[src/rtl/sram_ctrl.sv]
// sram_ctrl: single-requester sequencer between a user request/response
// interface and the sram_io_ice40 pad-side ports. One read or write is in
// flight at a time. Each request becomes an ordered sequence of
// ce_n/we_n/oe_n/data-enable strobes. Read data is collected from
// pad_read_data_valid, and a timeout flags a response that never arrives.
//
// Ports:
//   clk, reset_n            clock, asynchronous active-low reset
//   req_valid/req_ready     request handshake (ready only in IDLE)
//   req_we/addr/wdata       request fields, sampled only at acceptance
//   rd_valid/rd_data/rd_err read response pulse; rd_data holds until next read
//   wr_done                 write completion pulse
//   pad_*                   registered strobes/data towards sram_io_ice40,
//                           plus the read data/valid coming back from it
module sram_ctrl #(
  parameter int ADDR_BITS    = 20,
  parameter int DATA_BITS    = 16,
  parameter int READ_TIMEOUT = 8
) (
  input  logic                 clk,
  input  logic                 reset_n,
  input  logic                 req_valid,
  output logic                 req_ready,
  input  logic                 req_we,
  input  logic [ADDR_BITS-1:0] req_addr,
  input  logic [DATA_BITS-1:0] req_wdata,
  output logic                 rd_valid,
  output logic [DATA_BITS-1:0] rd_data,
  output logic                 rd_err,
  output logic                 wr_done,
  output logic [ADDR_BITS-1:0] pad_addr,
  output logic [DATA_BITS-1:0] pad_write_data,
  output logic                 pad_write_data_enable,
  output logic                 pad_ce_n,
  output logic                 pad_we_n,
  output logic                 pad_oe_n,
  input  logic [DATA_BITS-1:0] pad_read_data,
  input  logic                 pad_read_data_valid
);

  localparam int CNT_W = $clog2(READ_TIMEOUT + 1);
  localparam logic [CNT_W-1:0] CNT_LAST = CNT_W'(READ_TIMEOUT - 1);

  typedef enum logic [2:0] {
    IDLE,
    RD,
    RD_WAIT,
    WR,
    WR_HOLD
  } state_t;

  state_t           state;
  logic [CNT_W-1:0] cnt;

  assign req_ready = (state == IDLE);

  always_ff @(posedge clk or negedge reset_n) begin
    if (!reset_n) begin
      state                 <= IDLE;
      cnt                   <= '0;
      pad_ce_n              <= 1'b1;
      pad_we_n              <= 1'b1;
      pad_oe_n              <= 1'b1;
      pad_write_data_enable <= 1'b0;
      pad_addr              <= '0;
      pad_write_data        <= '0;
      rd_valid              <= 1'b0;
      rd_err                <= 1'b0;
      rd_data               <= '0;
      wr_done               <= 1'b0;
    end else begin
      // Response strobes are single-cycle pulses unless re-asserted below.
      rd_valid <= 1'b0;
      rd_err   <= 1'b0;
      wr_done  <= 1'b0;

      case (state)
        IDLE: begin
          if (req_valid) begin
            pad_addr <= req_addr;
            pad_ce_n <= 1'b0;
            if (req_we) begin
              pad_write_data        <= req_wdata;
              pad_we_n              <= 1'b0;
              pad_write_data_enable <= 1'b1;
              state                 <= WR;
            end else begin
              pad_oe_n <= 1'b0;
              state    <= RD;
            end
          end
        end

        // oe_n is a single-cycle launch strobe; the pad block captures the
        // data and reports it later through pad_read_data_valid.
        RD: begin
          pad_oe_n <= 1'b1;
          cnt      <= '0;
          state    <= RD_WAIT;
        end

        // A valid arriving on the last wait cycle still wins over timeout.
        RD_WAIT: begin
          if (pad_read_data_valid) begin
            rd_data  <= pad_read_data;
            rd_valid <= 1'b1;
            pad_ce_n <= 1'b1;
            state    <= IDLE;
          end else if (cnt == CNT_LAST) begin
            rd_data  <= '0;
            rd_valid <= 1'b1;
            rd_err   <= 1'b1;
            pad_ce_n <= 1'b1;
            state    <= IDLE;
          end else begin
            cnt <= cnt + 1'b1;
          end
        end

        // we_n rises here while address, data and data enable stay put,
        // giving the SRAM data hold time after the write edge.
        WR: begin
          pad_we_n <= 1'b1;
          state    <= WR_HOLD;
        end

        WR_HOLD: begin
          pad_ce_n              <= 1'b1;
          pad_write_data_enable <= 1'b0;
          wr_done               <= 1'b1;
          state                 <= IDLE;
        end

        default: state <= IDLE;
      endcase
    end
  end

endmodule
[config.mk]
export PLATFORM = sky130hd
export DESIGN_NAME = sram_ctrl
export DESIGN_NICKNAME = d
export VERILOG_FILES = /design/src/rtl/sram_ctrl.sv
export SDC_FILE = /design/constraint.sdc
export NUM_CORES = 1
export LEC_CHECK = 0
export BUFFER_PORTS_ARGS = -buffer_cell sky130_fd_sc_hd__buf_4
export CAP_MARGIN = 40
export CORE_MARGIN = 2
export CORE_UTILIZATION = 45
export DETAILED_ROUTE_END_ITERATION = 7
export GPL_ROUTABILITY_DRIVEN = 0
export HOLD_SLACK_MARGIN = 0.03
export PLACE_DENSITY = 0.76
export SLEW_MARGIN = 40
export SYNTH_ARGS = -nofsm -noshare
export SYNTH_HDL_FRONTEND = slang
export SYNTH_SLANG_ARGS = --single-unit
[constraint.sdc]
create_clock -name clk -period 1.8 [get_ports clk]
set_input_delay 0 -clock clk [delete_from_list [all_inputs] [get_ports clk]]
set_output_delay 0 -clock clk [all_outputs]
set_load 0.03 [all_outputs]
==> results.sh, run 1 <==
export IMPL_muxShareOfSynthArea_pct=17.1
export IMPL_wire_per_inst_microns=15.5
export IMPL_dieArea_sq_um=6560
export IMPL_yosysUniqueCellTypes=38
export IMPL_tns_ns=0
export IMPL_grt_pass1_vias=2208
export IMPL_grt_first_pass_wirelength_mm=10.6
export IMPL_clock_latency_ns=0.33
export IMPL_cp_top_family="simple AND/OR/NAND/NOR gates"
export IMPL_syn_inst=174
export IMPL_fmax_ghz=0.595
export IMPL_grt_antenna_before_repair=0
export IMPL_rsz0062_at_grt="false"
export IMPL_power_leakage_nw=2.08
export IMPL_seq_area_frac_synth_pct=62.1
export IMPL_cts_buffer_depth=2
export IMPL_crit_path_start_kind="register"
export IMPL_die_w_microns=81.0
export IMPL_holdPathStages=4
export IMPL_synth_top_family_by_area="multiplexers"
export IMPL_n_antenna_cell=0
export IMPL_synth_top_cell_by_area="dfrtp_1"
export IMPL_ys_seq_elements=66
export IMPL_r2r_cells=3
export IMPL_grt_max_degree=67
export IMPL_path_depth=3
export IMPL_setup_viol_count_final=0
export IMPL_cts_max_level=3
export IMPL_max_stage_delay_ns=0.54
export IMPL_status="finished clean"
export IMPL_final_layout_size_suffix_gt1_share_pct=50.1
export IMPL_synth_edf_count=0
export IMPL_globalRouteOverflowTotal=0
export IMPL_fin_crit_ns=1.68
export IMPL_synth_area_leaders="dfrtp_1, mux2_2, a22o_1"
export IMPL_wirelength_mm=6.65
export IMPL_drtIter0Drc=67
export IMPL_finalHoldViolations=0
export IMPL_drv_slew=0
export IMPL_initial_core_util_pct=45.8
export IMPL_core_region_area_sq_um=5820
export IMPL_finalCritPeriodShare_pct=93.4
export IMPL_post_cts_buffers=0
export IMPL_fin_worst_skew_ns=0.00514
export IMPL_slew_headroom_pct=61.0
export IMPL_pin_count=117
export IMPL_viasPerCell=4.85
export IMPL_synthAdderAreaFrac_pct=0.469
export IMPL_grt_use_total_pct=21.8
export IMPL_ant_nets=0
export IMPL_synth_compound_area_share_pct=8.49
export IMPL_cts_buffers=9
export IMPL_fp_dieH_microns=81.0
export IMPL_vias=2084
export IMPL_route_detailed_drc=0
export IMPL_power_density_nw_per_um2=1830
export IMPL_postSynthAreaPerCell_sq_um=15.3
export IMPL_synth_net_count=232
export IMPL_clk_pin_slew_ns=0.07
export IMPL_cts_root_buf="clkbuf_8"
export IMPL_io_buffers=116
export IMPL_row_count=28
export IMPL_synthArstFlopShare_pct=100
export IMPL_ys_warn_count=0
export IMPL_path_buf_inv=0
export IMPL_end_kind="register"
export IMPL_crit_path_top_delay_cell="dfrtp_1"
export IMPL_syn_area_sq_um=2670
export IMPL_ctsHoldBuffers=56
export IMPL_whs_ns=0.0518
export IMPL_drv_cap=0
export IMPL_synthFlopType="dfrtp_1"
export IMPL_critical_path_class="reg2reg"
export IMPL_synth_xor_area_share_pct=0
export IMPL_ctsResizeCount=0
export IMPL_synthSimpleGateAreaFrac_pct=8.02
export IMPL_hpwl_mm=3.84
export IMPL_worst_ep_required_time_ns=2.01
export IMPL_dr_pass1_iters=4
export IMPL_vdd_ir_drop_max_mv=1.10
export IMPL_placedCellCount=358
export IMPL_netlist_area_leader_share_pct=59.1
export IMPL_crit_path_max_fanout=18
export IMPL_critPathArrivalTime_ns=1.89
export IMPL_clock_sinks=66
export IMPL_crit_chain="nor3_4, and3_4, mux2_2"
export IMPL_fin_nets=408
export IMPL_tritoncts="built"
export IMPL_fin_cells=430
export IMPL_reg2reg_slack_ns=0.12
export IMPL_worst_pin_slew_ns=0.586
export IMPL_area_growth_pct=62.2
export IMPL_worst_hold_path_type="in2reg"
cells in the final DEF (no fill, tap or decap), types with 3 or more instances in the layout:
cell type	count
a22o_1	16
buf_4	117
clkbuf_8	12
dfrtp_1	63
dfstp_2	3
dlygate4sd3_1	56
inv_1	4
mux2_2	28
mux2_4	8
nand2_1	6
o21ai_0	3
final cells by class:
type / count / area [sq um]
Timing Repair Buffer: 175 / 1470
Inverter: 4 / 15.0
Fill cell: 409 / 1490
Sequential cell: 66 / 1660
Tap cell: 75 / 93.8
Clock inverter: 2 / 10.0
Multi-Input combinational cell: 94 / 908
Clock buffer: 14 / 173
worst register-to-register path, stage by stage, from the launching register on:
cell and delay, ns:
dfrtp_1 0.54, nor3_4 0.25, and3_4 0.40, mux2_2 0.39
per-stage QoR:
step	setup slack [ns]	utilization [%]	total power [mW]	area [sq um]
detailed placement	0.135	61.5	6.68	3580
global route	0.0415	74.4	8.35	4330
global placement	0.182	61.5	6.59	3580
floorplan	0.0336	-	5.25	2670
CTS	0.123	74.3	7.94	4320
finish	0.119	74.4	7.93	4330
routing by layer:
metal | global-route usage (%) | vias up | share of wire [%]
li1 | - | 988 | -
met1 | 26.2 | 1021 | 41
met2 | 36.4 | 67 | 52
met3 | 7.67 | 8 | 5.9
met4 | 7.80 | 0 | 1.4
met5 | 0 | - | 0
flip-flops by register name, summed over array words and instances, names as in the netlist:
signal                 flops
pad_oe_n                   1
pad_we_n                   1
pad_addr                  20
pad_write_data            16
pad_ce_n                   1
rd_err                     1
cnt                        4
rd_valid                   1
rd_data                   16
state                      3
pad_write_data_enable      1
wr_done                    1
kinds of logic after synthesis:
kind of cell,after synthesis
flops,66
mux,38
simple gates,28
compound gates,27
buf+inv,14
fa+ha+maj,1
final timing paths:
check                                from                  to
worst max-delay path             state[0]   pad_write_data[2]
worst min-delay path            req_valid            pad_ce_n
worst max register to register   state[0]   pad_write_data[2]
worst min register to register   pad_we_n            pad_we_n
max in group asynchronous         reset_n        pad_addr[16]
min in group asynchronous         reset_n  pad_write_data[12]
power breakdown:
group	switching, mW	total, mW	internal (mW)
combinational	2.23	4.07	1.84
sequential	0.507	2.73	2.22
clock	0.528	1.14	0.610
total	3.26	7.93	4.67
synthesized netlist by cell type, drive strengths merged (2+ instances only):
master	instances
a21oi	2
a22o	16
and3	3
buf	9
dfrtp	63
dfstp	3
inv	4
mux2	36
mux2i	2
nand2	6
nand3	2
nor2	2
nor3	3
nor3b	2
nor4b	3
o21ai	3
(Power assumes the default switching activity.)
==> inputs of run 2 (changes only) <==
--- a/config.mk
+++ b/config.mk
@@ -7,6 +7,7 @@
 export LEC_CHECK = 0
 export BUFFER_PORTS_ARGS = -buffer_cell sky130_fd_sc_hd__buf_4
 export CAP_MARGIN = 40
+export CORE_ASPECT_RATIO = 1.5
 export CORE_MARGIN = 2
 export CORE_UTILIZATION = 45
 export DETAILED_ROUTE_END_ITERATION = 7
==> run 2 against run 1 <==
Effect of this change: final area up 2.6%; power up 7.5%; cell count unchanged; highest routed layer unchanged; via count up 3.6%; largest power group unchanged; largest cell class unchanged; critical path type unchanged; sequential share of layout area down 0.98 points; fmax up 0.84%; clock power up 47%; combinational power up 1%; core utilization up 2.9 points.
==> results.sh, run 2 (synthesis gave the netlist of run 1 again) <==
export IMPL_status="finished clean"
export IMPL_regMostFlops="pad_addr"
export IMPL_initial_core_util_pct=46.4
export IMPL_globalRouteOverflowTotal=0
export IMPL_power_leakage_nw=2.13
export IMPL_worst_hold_path_type="in2async"
export IMPL_tritoncts="built"
export IMPL_final_layout_size_suffix_gt1_share_pct=51.1
export IMPL_crit_path_start_kind="register"
export IMPL_vias=2159
export IMPL_largest_reg_flops=20
export IMPL_fp_dieH_microns=98.3
export IMPL_reg2reg_slack_ns=0.13
export IMPL_finalHoldViolations=0
export IMPL_fillers=368
export IMPL_grt_antenna_before_repair=0
export IMPL_grt_first_pass_wirelength_mm=11.1
export IMPL_io_buffers=116
export IMPL_drv_cap=0
export IMPL_cts_root_buf="clkbuf_8"
export IMPL_dr_pass1_iters=4
export IMPL_critical_path_class="reg2reg"
export IMPL_grt_pass1_vias=2246
export IMPL_ant_nets=0
export IMPL_rsz0062_at_grt="false"
export IMPL_dieArea_sq_um=6570
export IMPL_crit_path_max_fanout=18
export IMPL_tns_ns=0
export IMPL_wirelength_mm=7.08
export IMPL_fin_util_pct=77.3
export IMPL_core_region_area_sq_um=5740
export IMPL_finalCritPeriodShare_pct=92.6
export IMPL_die_w_microns=66.9
export IMPL_n_antenna_cell=0
export IMPL_fin_worst_skew_ns=0.0121
export IMPL_critPathArrivalTime_ns=1.89
export IMPL_fin_nets=411
export IMPL_power_density_nw_per_um2=1920
export IMPL_slew_headroom_pct=61.4
export IMPL_worst_pin_slew_ns=0.579
export IMPL_grt_max_degree=67
export IMPL_worst_ep_required_time_ns=2.03
export IMPL_clock_sinks=66
export IMPL_seq_area_sq_um=1660
export IMPL_fmax_ghz=0.600
export IMPL_multiInputGateArea_sq_um=910
export IMPL_area_growth_pct=66.5
export IMPL_cts_buffers=9
export IMPL_fin_crit_ns=1.67
export IMPL_viasPerCell=5.02
export IMPL_grt_use_total_pct=23.3
export IMPL_pin_count=117
export IMPL_final_cell_mix="buf_4, dfrtp_1, dlygate4sd3_1, mux2_2, a22o_1"
export IMPL_hpwl_mm=4.21
export IMPL_drtIter0Drc=85
export IMPL_clk_pin_slew_ns=0.08
export IMPL_clock_latency_ns=0.35
export IMPL_final_common_cell="buf_4"
export IMPL_setup_viol_count_final=0
export IMPL_route_detailed_drc=0
export IMPL_cts_max_level=3
export IMPL_post_cts_buffers=0
export IMPL_end_kind="register"
export IMPL_reg_top3="pad_addr x20, pad_write_data x16, rd_data x16"
export IMPL_cts_buffer_depth=2
export IMPL_drv_slew=0
export IMPL_row_count=34
export IMPL_vdd_ir_drop_max_mv=1.50
export IMPL_wire_per_inst_microns=16.5
## run 2: area by class of cell
type,instances,area share [%]
Inverter,4,0.338
Multi-Input combinational cell,94,20.5
Tap cell,72,2.03
Clock inverter,6,3.07
Timing Repair Buffer,178,33.7
Sequential cell,66,37.3
Clock buffer,10,3.10
## run 2: what timing repair did
action	4_1_cts	5_1_grt
setup endpoints to repair	0	1
gates resized for setup	0	1
hold buffers	57	0
hold endpoints to repair	119	0
## run 2: power breakdown
part	internal, mW	switching, mW	total (mW)
registers	2.22	0.497	2.71
clock network	1.10	0.575	1.68
logic	1.86	2.27	4.13
## run 2: per-stage QoR
step / worst slack, ns / total power, mW / cell area [sq um] / hold WS, ns / cells
finish: 0.133 / 8.53 / 4440 / 0.194 / 430
CTS: 0.125 / 8.51 / 4430 / 0.314 / 430
detailed placement: 0.154 / 6.72 / 3590 / 0.144 / 357
floorplan: 0.0336 / 5.25 / 2670 / -0.296 / 174
global route: 0.0879 / 8.95 / 4440 / 0.251 / 430
global placement: 0.210 / 6.60 / 3590 / 0.146 / 357
## run 2: final timing paths
kind / start / to / depth (start not counted)
max in group asynchronous: reset_n / state[2] / 2
worst max register to register: state[2] / pad_write_data[1] / 3
min in group clk: pad_read_data[1] / rd_data[1] / 3
worst max-delay path: state[2] / pad_write_data[1] / 3
worst min register to register: pad_oe_n / pad_oe_n / 2
worst min-delay path: reset_n / rd_data[6] / 2
## run 2: critical path: stages, from the launching register on
cell and delay [ns]:
dfrtp_1 0.56, nor3_4 0.21, and3_4 0.41, mux2_2 0.37
## run 2: metal layers
metal / global-route usage, % / vias to the layer above / share of wire (%)
met1: 25.9 / 1054 / 37
met2: 38.9 / 91 / 53
met5: 0 / - / 0
li1: - / 991 / -
met4: 12.4 / 0 / 3.5
met3: 7.14 / 23 / 6.2
